`src/rtl/keypad_pkg.sv`:
```
// keypad_pkg
//   Shared types and constants for the 4x4 keypad scanner.
//   - scan_state_t : scanner FSM states
//   - KEYMAP       : hex code for each (row, col) key position
//   - COL_DRIVE    : active-low column drive pattern per column index
//   - row_index()  : lowest-index low row plus an any-low flag
//   - multi_low()  : true when more than one row reads low
//   No ports (package). The optional feature macro KEYPAD_GHOST_REJECT_EN
//   is consumed by keypad_scan_debounce, not here.
package keypad_pkg;

    typedef enum logic [1:0] {
        SCAN     = 2'd0,
        DEBOUNCE = 2'd1,
        HELD     = 2'd2,
        RELEASE  = 2'd3
    } scan_state_t;

    // Indexed [row][col].
    localparam logic [3:0] KEYMAP [4][4] = '{
        '{4'h1, 4'h2, 4'h3, 4'hA},
        '{4'h4, 4'h5, 4'h6, 4'hB},
        '{4'h7, 4'h8, 4'h9, 4'hC},
        '{4'hE, 4'h0, 4'hF, 4'hD}
    };

    localparam logic [3:0] COL_DRIVE [4] = '{4'b1110, 4'b1101, 4'b1011, 4'b0111};

    typedef struct packed {
        logic       any;
        logic [1:0] idx;
    } row_hit_t;

    // Rows are active-low; scanning from the top down leaves the lowest
    // index in hit.idx when several rows are low.
    function automatic row_hit_t row_index(input logic [3:0] rows);
        row_hit_t hit;
        hit.any = 1'b0;
        hit.idx = 2'd0;
        for (int i = 3; i >= 0; i--) begin
            if (!rows[i]) begin
                hit.any = 1'b1;
                hit.idx = 2'(i);
            end
        end
        return hit;
    endfunction

    function automatic logic multi_low(input logic [3:0] rows);
        return ($countones(~rows) > 1);
    endfunction

endpackage

```
`src/rtl/row_sync.sv`:
```
// row_sync
//   Two-flop synchronizer for asynchronous inputs. Resets to all-ones so
//   active-low keypad rows read as "nothing pressed" out of reset.
//   Ports:
//     clk  in          clock
//     rst  in          synchronous active-high reset
//     din  in  WIDTH   asynchronous input
//     dout out WIDTH   synchronized output (2 clk latency)
module row_sync #(
    parameter int WIDTH = 4
) (
    input  logic             clk,
    input  logic             rst,
    input  logic [WIDTH-1:0] din,
    output logic [WIDTH-1:0] dout
);

    logic [WIDTH-1:0] sync1_reg;
    logic [WIDTH-1:0] sync2_reg;

    generate
        for (genvar gi = 0; gi < WIDTH; gi++) begin : g_bit
            always_ff @(posedge clk) begin
                if (rst) begin
                    sync1_reg[gi] <= 1'b1;
                    sync2_reg[gi] <= 1'b1;
                end else begin
                    sync1_reg[gi] <= din[gi];
                    sync2_reg[gi] <= sync1_reg[gi];
                end
            end
        end
    endgenerate

    assign dout = sync2_reg;

endmodule

```
`src/rtl/keypad_scan_debounce.sv`:
```
// keypad_scan_debounce
//   Scans a 4x4 active-low matrix keypad one column at a time, debounces
//   the rows, and reports one held key as a hex code with a level valid.
//   Optional feature macro: KEYPAD_GHOST_REJECT_EN (multi-row readings are
//   treated as "no key" while acquiring, and as "still held" while held).
//   Ports:
//     clk        in   1  system clock
//     rst        in   1  synchronous active-high reset
//     row_in     in   4  keypad rows, active-low, asynchronous
//     col_out    out  4  column drive, active-low, one column low at a time
//     key_code   out  4  hex code of the accepted key (held after release)
//     key_valid  out  1  high while the accepted key is held
module keypad_scan_debounce
    import keypad_pkg::*;
#(
    parameter int SCAN_DIV       = 12000,
    parameter int DEBOUNCE_TICKS = 20
) (
    input  logic       clk,
    input  logic       rst,
    input  logic [3:0] row_in,
    output logic [3:0] col_out,
    output logic [3:0] key_code,
    output logic       key_valid
);

    localparam int TICK_W = $clog2(SCAN_DIV);
    localparam int CNT_W  = $clog2(DEBOUNCE_TICKS + 1);
    localparam logic [TICK_W-1:0] TICK_LAST = TICK_W'(SCAN_DIV - 1);
    localparam logic [CNT_W-1:0]  CNT_SAT   = CNT_W'(DEBOUNCE_TICKS);

    logic [3:0] rows_s;

    row_sync #(.WIDTH(4)) u_row_sync (
        .clk  (clk),
        .rst  (rst),
        .din  (row_in),
        .dout (rows_s)
    );

    // Scan tick divider.
    logic [TICK_W-1:0] tick_cnt_reg;
    logic              tick;

    assign tick = (tick_cnt_reg == TICK_LAST);

    always_ff @(posedge clk) begin
        if (rst) begin
            tick_cnt_reg <= '0;
        end else if (tick) begin
            tick_cnt_reg <= '0;
        end else begin
            tick_cnt_reg <= tick_cnt_reg + TICK_W'(1);
        end
    end

    // FSM state.
    scan_state_t      state_reg,     state_next;
    logic [1:0]       col_reg,       col_next;
    logic [1:0]       row_reg,       row_next;
    logic [CNT_W-1:0] cnt_reg,       cnt_next;
    logic [3:0]       key_code_reg,  key_code_next;
    logic             key_valid_reg, key_valid_next;

    always_ff @(posedge clk) begin
        if (rst) begin
            state_reg     <= SCAN;
            col_reg       <= 2'd0;
            row_reg       <= 2'd0;
            cnt_reg       <= '0;
            key_code_reg  <= 4'h0;
            key_valid_reg <= 1'b0;
        end else begin
            state_reg     <= state_next;
            col_reg       <= col_next;
            row_reg       <= row_next;
            cnt_reg       <= cnt_next;
            key_code_reg  <= key_code_next;
            key_valid_reg <= key_valid_next;
        end
    end

    // Row qualifiers for each phase. The latched row is checked directly;
    // the ghost option only changes how multi-row readings are judged.
    row_hit_t hit;
    logic     latched_low;
    logic     scan_any;
    logic     acquire_low;
    logic     held_low;

    assign hit         = row_index(rows_s);
    assign latched_low = ~rows_s[row_reg];

`ifdef KEYPAD_GHOST_REJECT_EN
    logic multi;
    assign multi       = multi_low(rows_s);
    assign scan_any    = hit.any & ~multi;
    assign acquire_low = latched_low & ~multi;
    assign held_low    = latched_low | multi;
`else
    assign scan_any    = hit.any;
    assign acquire_low = latched_low;
    assign held_low    = latched_low;
`endif

    always_comb begin
        state_next     = state_reg;
        col_next       = col_reg;
        row_next       = row_reg;
        cnt_next       = cnt_reg;
        key_code_next  = key_code_reg;
        key_valid_next = key_valid_reg;

        if (tick) begin
            case (state_reg)
                SCAN: begin
                    if (scan_any) begin
                        row_next   = hit.idx;
                        cnt_next   = CNT_W'(1);
                        state_next = DEBOUNCE;
                    end else begin
                        col_next = col_reg + 2'd1;
                    end
                end
                DEBOUNCE: begin
                    if (acquire_low) begin
                        // The detection tick counts as the first stable
                        // sample; acceptance lands on the tick after the
                        // count has saturated.
                        if (cnt_reg >= CNT_SAT) begin
                            state_next     = HELD;
                            key_code_next  = KEYMAP[row_reg][col_reg];
                            key_valid_next = 1'b1;
                        end else begin
                            cnt_next = cnt_reg + CNT_W'(1);
                        end
                    end else begin
                        state_next = SCAN;
                        col_next   = col_reg + 2'd1;
                    end
                end
                HELD: begin
                    if (!held_low) begin
                        cnt_next   = CNT_W'(1);
                        state_next = RELEASE;
                    end
                end
                RELEASE: begin
                    if (!latched_low) begin
                        if (cnt_reg >= CNT_SAT) begin
                            state_next     = SCAN;
                            key_valid_next = 1'b0;
                            col_next       = col_reg + 2'd1;
                        end else begin
                            cnt_next = cnt_reg + CNT_W'(1);
                        end
                    end else begin
                        state_next = HELD;
                    end
                end
                default: begin
                    state_next = SCAN;
                end
            endcase
        end
    end

    assign col_out   = COL_DRIVE[col_reg];
    assign key_code  = key_code_reg;
    assign key_valid = key_valid_reg;

endmodule

```
`config.mk`:
```
export PLATFORM = sky130hd
export DESIGN_NAME = keypad_scan_debounce
export DESIGN_NICKNAME = d
export VERILOG_FILES = /design/src/rtl/keypad_pkg.sv /design/src/rtl/row_sync.sv /design/src/rtl/keypad_scan_debounce.sv
export SDC_FILE = /design/constraint.sdc
export NUM_CORES = 1
export LEC_CHECK = 0
export BUFFER_PORTS_ARGS = -buffer_cell sky130_fd_sc_hd__buf_4
export CAP_MARGIN = 40
export CORE_UTILIZATION = 50
export CTS_CLUSTER_DIAMETER = 30
export DETAILED_ROUTE_END_ITERATION = 8
export PLACE_DENSITY = 0.74
export SYNTH_ARGS = -nofsm -noshare
export SYNTH_HDL_FRONTEND = slang
export SYNTH_SLANG_ARGS = --single-unit
```
`constraint.sdc`:
```
create_clock -name clk -period 2.55 [get_ports clk]
set_clock_uncertainty 0.05 [all_clocks]
set_input_delay 0.255 -clock clk [delete_from_list [all_inputs] [get_ports clk]]
set_output_delay 0.255 -clock clk [all_outputs]
set_load 0.02 [all_outputs]
```
# After elaboration in Yosys (flattened, before gate mapping)
# Cells that the tools add are included.
# totals
reg_bits,38
input_bits,6
output_inout_bits,9
elab_cells,87
# classes
n_addsub,3
magnitude_cmp,4
n_eq_ne,14
n_mux,38
n_bitwise,3
reduce_logical,10
# ops
operator,n
$bmux W16 S2,1
$mux W16,2
$mux W5,5
$mux W2,10
$pmux W5 S4,1
$bmux W4 S2,2
$mux W4,4
$ne A2 B2 Y1 const B,8
$add A14 B1 Y14 const B,1
$eq A14 B14 Y1 const B,1
$mux W3,4
$reduce_and A6 Y1,2
$reduce_and A5 Y1,2
$pmux W2 S4,1
$ge A3 B3 Y1 const B,2
$ne A3 B3 Y1 const B,2
$not A2 Y3,2
$pmux W2 S3,1
$add A5 B1 Y5 const B,1
$ge A5 B5 Y1 const B,1
$mux W1,5
$eq A2 B2 Y1 const B,2
$reduce_and A4 Y1,1
$lt A2 B3 Y1 const B,1
10 further kinds,10

# Depth between registers and ports, before layout
# logic_depth
word_depth,7
ltp_mapped,7
mapped_depth_nobuf,6

# By module
# Synthesis repeated with hierarchy kept, for this count alone.
# hier_totals
hier_cells,205
hier_area_um2,1808.0
# by_module_without_submodules
mod,n_inst,cells_each,area_per_inst_um2,seq_area_each_um2
keypad_scan_debounce,1,189,1597.8,600.6
row_sync,1,16,210.2,160.2

# Least setup slack after synthesis
# Ideal clock, no wire load.
# synth_path
kind,register -> register
from,register tick_cnt_reg[5]
to,register cnt_reg[3]
setup_time_ps,70
arrival_time_ps,2271
required_time_ps,2430
setup_slack_ps,159
stages_incl_launch_ff,7
path_buffers,1
period_less_slack_ps,2391
path_cell_list,dfxtp_1 > or4b_4 > or4_1 > clkbuf_2 > or3_1 > or3_1 > a21oi_1
# synth_via
elab_chain_len,2
# synth_lines
item,line,rtl
start: declaration,keypad_scan_debounce.sv:42,logic [TICK_W-1:0] tick_cnt_reg;
start signal: assignment,keypad_scan_debounce.sv:53,tick_cnt_reg <= tick_cnt_reg + TICK_W'(1);
$eq A14 B14 Y1,keypad_scan_debounce.sv:45,assign tick = (tick_cnt_reg == TICK_LAST);
$reduce_and A5 Y1 (no line),--,
end signal: assignment,keypad_scan_debounce.sv:77,cnt_reg <= cnt_next;
end: declaration,keypad_scan_debounce.sv:61,"logic [CNT_W-1:0] cnt_reg, cnt_next;"
# Every way passes these cells.
# A chain may end at the register's enable or synchronous reset.

# Final worst setup path
# Ends and elaborated chain as after synthesis.

==> impl_summary.log <==
[metrics] number of max-capacitance violations reported: 0
[metrics] Critical Path AT: ~2.7 ns
[metrics] global-route wire length before repair: a little over 5000 um
[metrics] Post-Synthesis Mean Instance Area: ~8.8 um^2
[metrics] final number of max-transition violations: 0
[metrics] P&R area growth vs syn: 12.3%
[metrics] vias in the first global route: 1158
[metrics] Power, Total: about 0.95 mW
[metrics] biggest cell delay along the critical path: just under 0.6 ns
[metrics] Sequential Power Share: 0.648
[metrics] CP bufs+invs: 0
[metrics] CTS root buf: clkbuf_4
[metrics] power density cells: between 400 and 500 nW/um^2
[metrics] Max stage delay cell, worst path: or4_1
[metrics] critical path startpoint category: flop
[metrics] net switching power: around 0.21 mW
[metrics] # rows: 21
[metrics] Initial Utilization: 0.522
[metrics] width of the die: a little over 60 um
[metrics] clock sink count: 38
[metrics] worst path setup slack after routing: 0.117 ns
[metrics] Int Pwr: roughly 0.73 mW
[metrics] switching share of power: 0.225
[metrics] proportion of synthesized chip area in sequential cells: 0.437
[metrics] Final Cycle Share: 0.954
[metrics] endpoints failing setup: 0
[metrics] core area: approximately 3300 um^2
[metrics] 1st-pass router iterations: 4
[metrics] number of instances in the synthesized netlist: around 200
[metrics] leftover overflow at the end of global routing: 0
[metrics] Final GP Congestion: slightly above 0.8
[metrics] post-CTS setup buffer count: 0
[metrics] post-detailed-route count of antenna-violating nets: 0
[metrics] critical path peak fanout: 4
[metrics] commonest register cell after synthesis: dfxtp_1
[metrics] Synth async-reset ratio: 0
[metrics] met3 Usage GRT: 0.0693
[metrics] number of top-level pins: 15
[metrics] non-filler cells in the finished layout: ~260
[metrics] number of port buffers: 14
[metrics] GR Util met2: 0.289
[metrics] count of final hold-check violations: 0
[metrics] clock input transition at the sequential cells of the worst setup and hold paths: about 0.10 ns
[metrics] number of distinct library cells after synthesis: 39
[metrics] Clk Latency, worst-skew pair: 0.34 ns
[metrics] count of synthesis-stage warnings from yosys: 0
[metrics] Post-synth EDFFs: 0
[metrics] Crit path required time: about 2.8 ns
[metrics] GR peak layer: met2
[metrics] pre-CTS setup slack: between 0.1 and 0.15 ns
[metrics] TritonCTS Buffers: 5
[metrics] CP dominant cell by count: or3_1
[metrics] crit path cell chain: or4b_4 -> or4_1 -> or3_1 -> or3_1 -> a21oi_1
[metrics] met1 Resource Use GR: 0.249
[metrics] CTS hold repair buffers: 0
[metrics] Worst IR Drop VDD: approximately 0.00035 V
[metrics] post-synthesis sequential element count: 38
[metrics] number of fill cells: around 320
[metrics] Static Leakage: around 0.78 nW
[metrics] number of flip-flops in the largest register: 14
[metrics] Slew Limit Headroom: 0.693
[metrics] Die Y: 61.0 um
[metrics] TritonCTS clock tree: done
[metrics] classification of the worst setup path: flop to flop
[metrics] Finished Core Util: 0.586
[metrics] post-DR wirelength/cell: 11.7 um
[metrics] post-synth net total: 211
[metrics] number of antenna violations at the first check in global routing: 0
[metrics] number of DRC violations after detailed routing: 0
[metrics] Overall Global Routing Usage: 0.190
[metrics] clock network fraction of design power: 0.300
[metrics] type of element capturing the critical path: flop
[metrics] minimum clock period: 2.43 ns
[metrics] Comb pwr share: 0.052
[metrics] Placed Instances: 256
[metrics] status: finished, final reports clean
[metrics] buffer depth of the longest clock path: 2
[metrics] First DRT Iteration DRCs: 51
[metrics] HPWL Detailed: between 2000 and 2500 um
[metrics] Cell Area, Synth: between 1500 and 2000 um^2
[metrics] pin count of the biggest net entering global routing: 22
[metrics] diode count: 0
[metrics] share of layout cells above drive strength 1: 0.166
[metrics] Setup TNS: 0 ns
[metrics] highest clock rate: between 400 and 500 MHz
[metrics] actual transition at the worst max-transition pin: between 0.4 and 0.5 ns
[metrics] Final Net Count: 230
[metrics] Routed Wire Length: slightly above 3000 um
[metrics] die area: 3720 um^2
[metrics] largest delay contributor family on the critical path: simple AND/OR/NAND/NOR gates
[metrics] routed vias: approximately 1400
[metrics] unrepaired setup endpoints after global routing: no
[metrics] # resized after CTS: 0
[metrics] detail-routed via count per cell: approximately 5.2
[metrics] maximum level of the CTS H-tree: 2
[metrics] hold crit path type: input port to flop
## worst paths after layout
path	start	endpoint	slack, ns	cells after the start
setup / recovery	tick_cnt_reg[5]	cnt_reg[3]	0.12	5
setup reg to reg	tick_cnt_reg[5]	cnt_reg[3]	0.12	5
hold / removal	row_in[0]	u_row_sync.sync1_reg[0]	0.05	2
hold reg to reg	u_row_sync.sync1_reg[2]	u_row_sync.dout[2]	0.37	1
## layer usage
metal  share of wire  vias up
met5               0        -
met4           0.018        0
met3           0.046        6
met2            0.44       27
met1            0.49      625
li1                -      717
## cell usage in the layout (no fill, tap or decap), drive strengths merged, types with 2 or more instances in the layout
cell type | Yosys | final
a211o | 2 | 2
o21a | 2 | 2
dfxtp | 38 | 38
nand4 | 3 | 3
mux2i | 5 | 5
xnor2 | 8 | 8
nand3 | 9 | 9
a21oi | 7 | 7
nor2b | 2 | 2
or2 | 9 | 9
buf | 0 | 18
and4 | 2 | 2
ha | 7 | 7
a31oi | 4 | 4
clkbuf | 6 | 7
and3 | 2 | 2
o22ai | 2 | 2
nor2 | 32 | 32
xor2 | 6 | 6
or3 | 3 | 3
o21ai | 5 | 5
nand2 | 12 | 12
o211ai | 2 | 2
inv | 13 | 13
nor3 | 4 | 4
## cells in the mapped netlist (2+ instances only)
library cell,count,area (um^2)
a211o_1,2,17.5
mux2i_1,5,50.1
or3_1,3,18.8
xor2_1,6,52.6
clkbuf_1,5,18.8
o211ai_1,2,15.0
a31oi_1,4,25.0
a21oi_1,7,35.0
and4_1,2,17.5
xnor2_1,8,70.1
nor3_1,4,20.0
or2_2,9,56.3
inv_1,13,48.8
nor2b_1,2,12.5
o21ai_0,5,25.0
nand4_1,3,18.8
nand3_1,9,45.0
dfxtp_1,38,761
nand2_1,12,45.0
o22ai_1,2,12.5
nor2_1,32,120
o21a_1,2,15.0
ha_1,7,87.6
## power by group through the flow
stage / registers [mW] / logic, mW / clock network [mW]
global placement: 0.626 / 0.0488 / 0
CTS: 0.613 / 0.0493 / 0.299
finish: 0.613 / 0.0490 / 0.284
floorplan: 0.627 / 0.0311 / 0
detailed placement: 0.626 / 0.0490 / 0
global route: 0.615 / 0.0549 / 0.324
## layout make-up
type | instances | area (um^2) | share of cell area
tap | 46 | 57.6 | 0.0294
sequential | 38 | 761 | 0.389
clock buffer | 7 | 45.0 | 0.0230
timing repair buffer | 18 | 135 | 0.0691
inverter | 13 | 48.8 | 0.0250
multi-input combinational | 141 | 908 | 0.464
## cell families (layout without fill, tap and decap cells)
family,after synthesis,count (layout),share of synthesized area
multiplexers,6,6,0.0417
XOR/XNOR,14,14,0.0704
AO/OA/AOI/OAI,31,31,0.119
AND/OR/NAND/NOR,83,83,0.240
adder cells (fa/ha/maj),7,7,0.0503
buffers and inverters,19,38,0.0417
flip-flops,38,38,0.437
## worst register-to-register path, stage by stage (launching register included)
cell and delay [ns]:
dfxtp_1 0.36, or4b_4 0.56, or4_1 0.58, or3_1 0.38, or3_1 0.31, a21oi_1 0.14
## through the flow
stage / hold slack [ns] / cell area, um^2
finish: 0.0511 / 1960
global route: 0.0192 / 1960
CTS: 0.0373 / 1960
detailed placement: 0.343 / 1910
global placement: 0.342 / 1910
floorplan: 0.309 / 1740
Power figures use the tool's default switching activity.
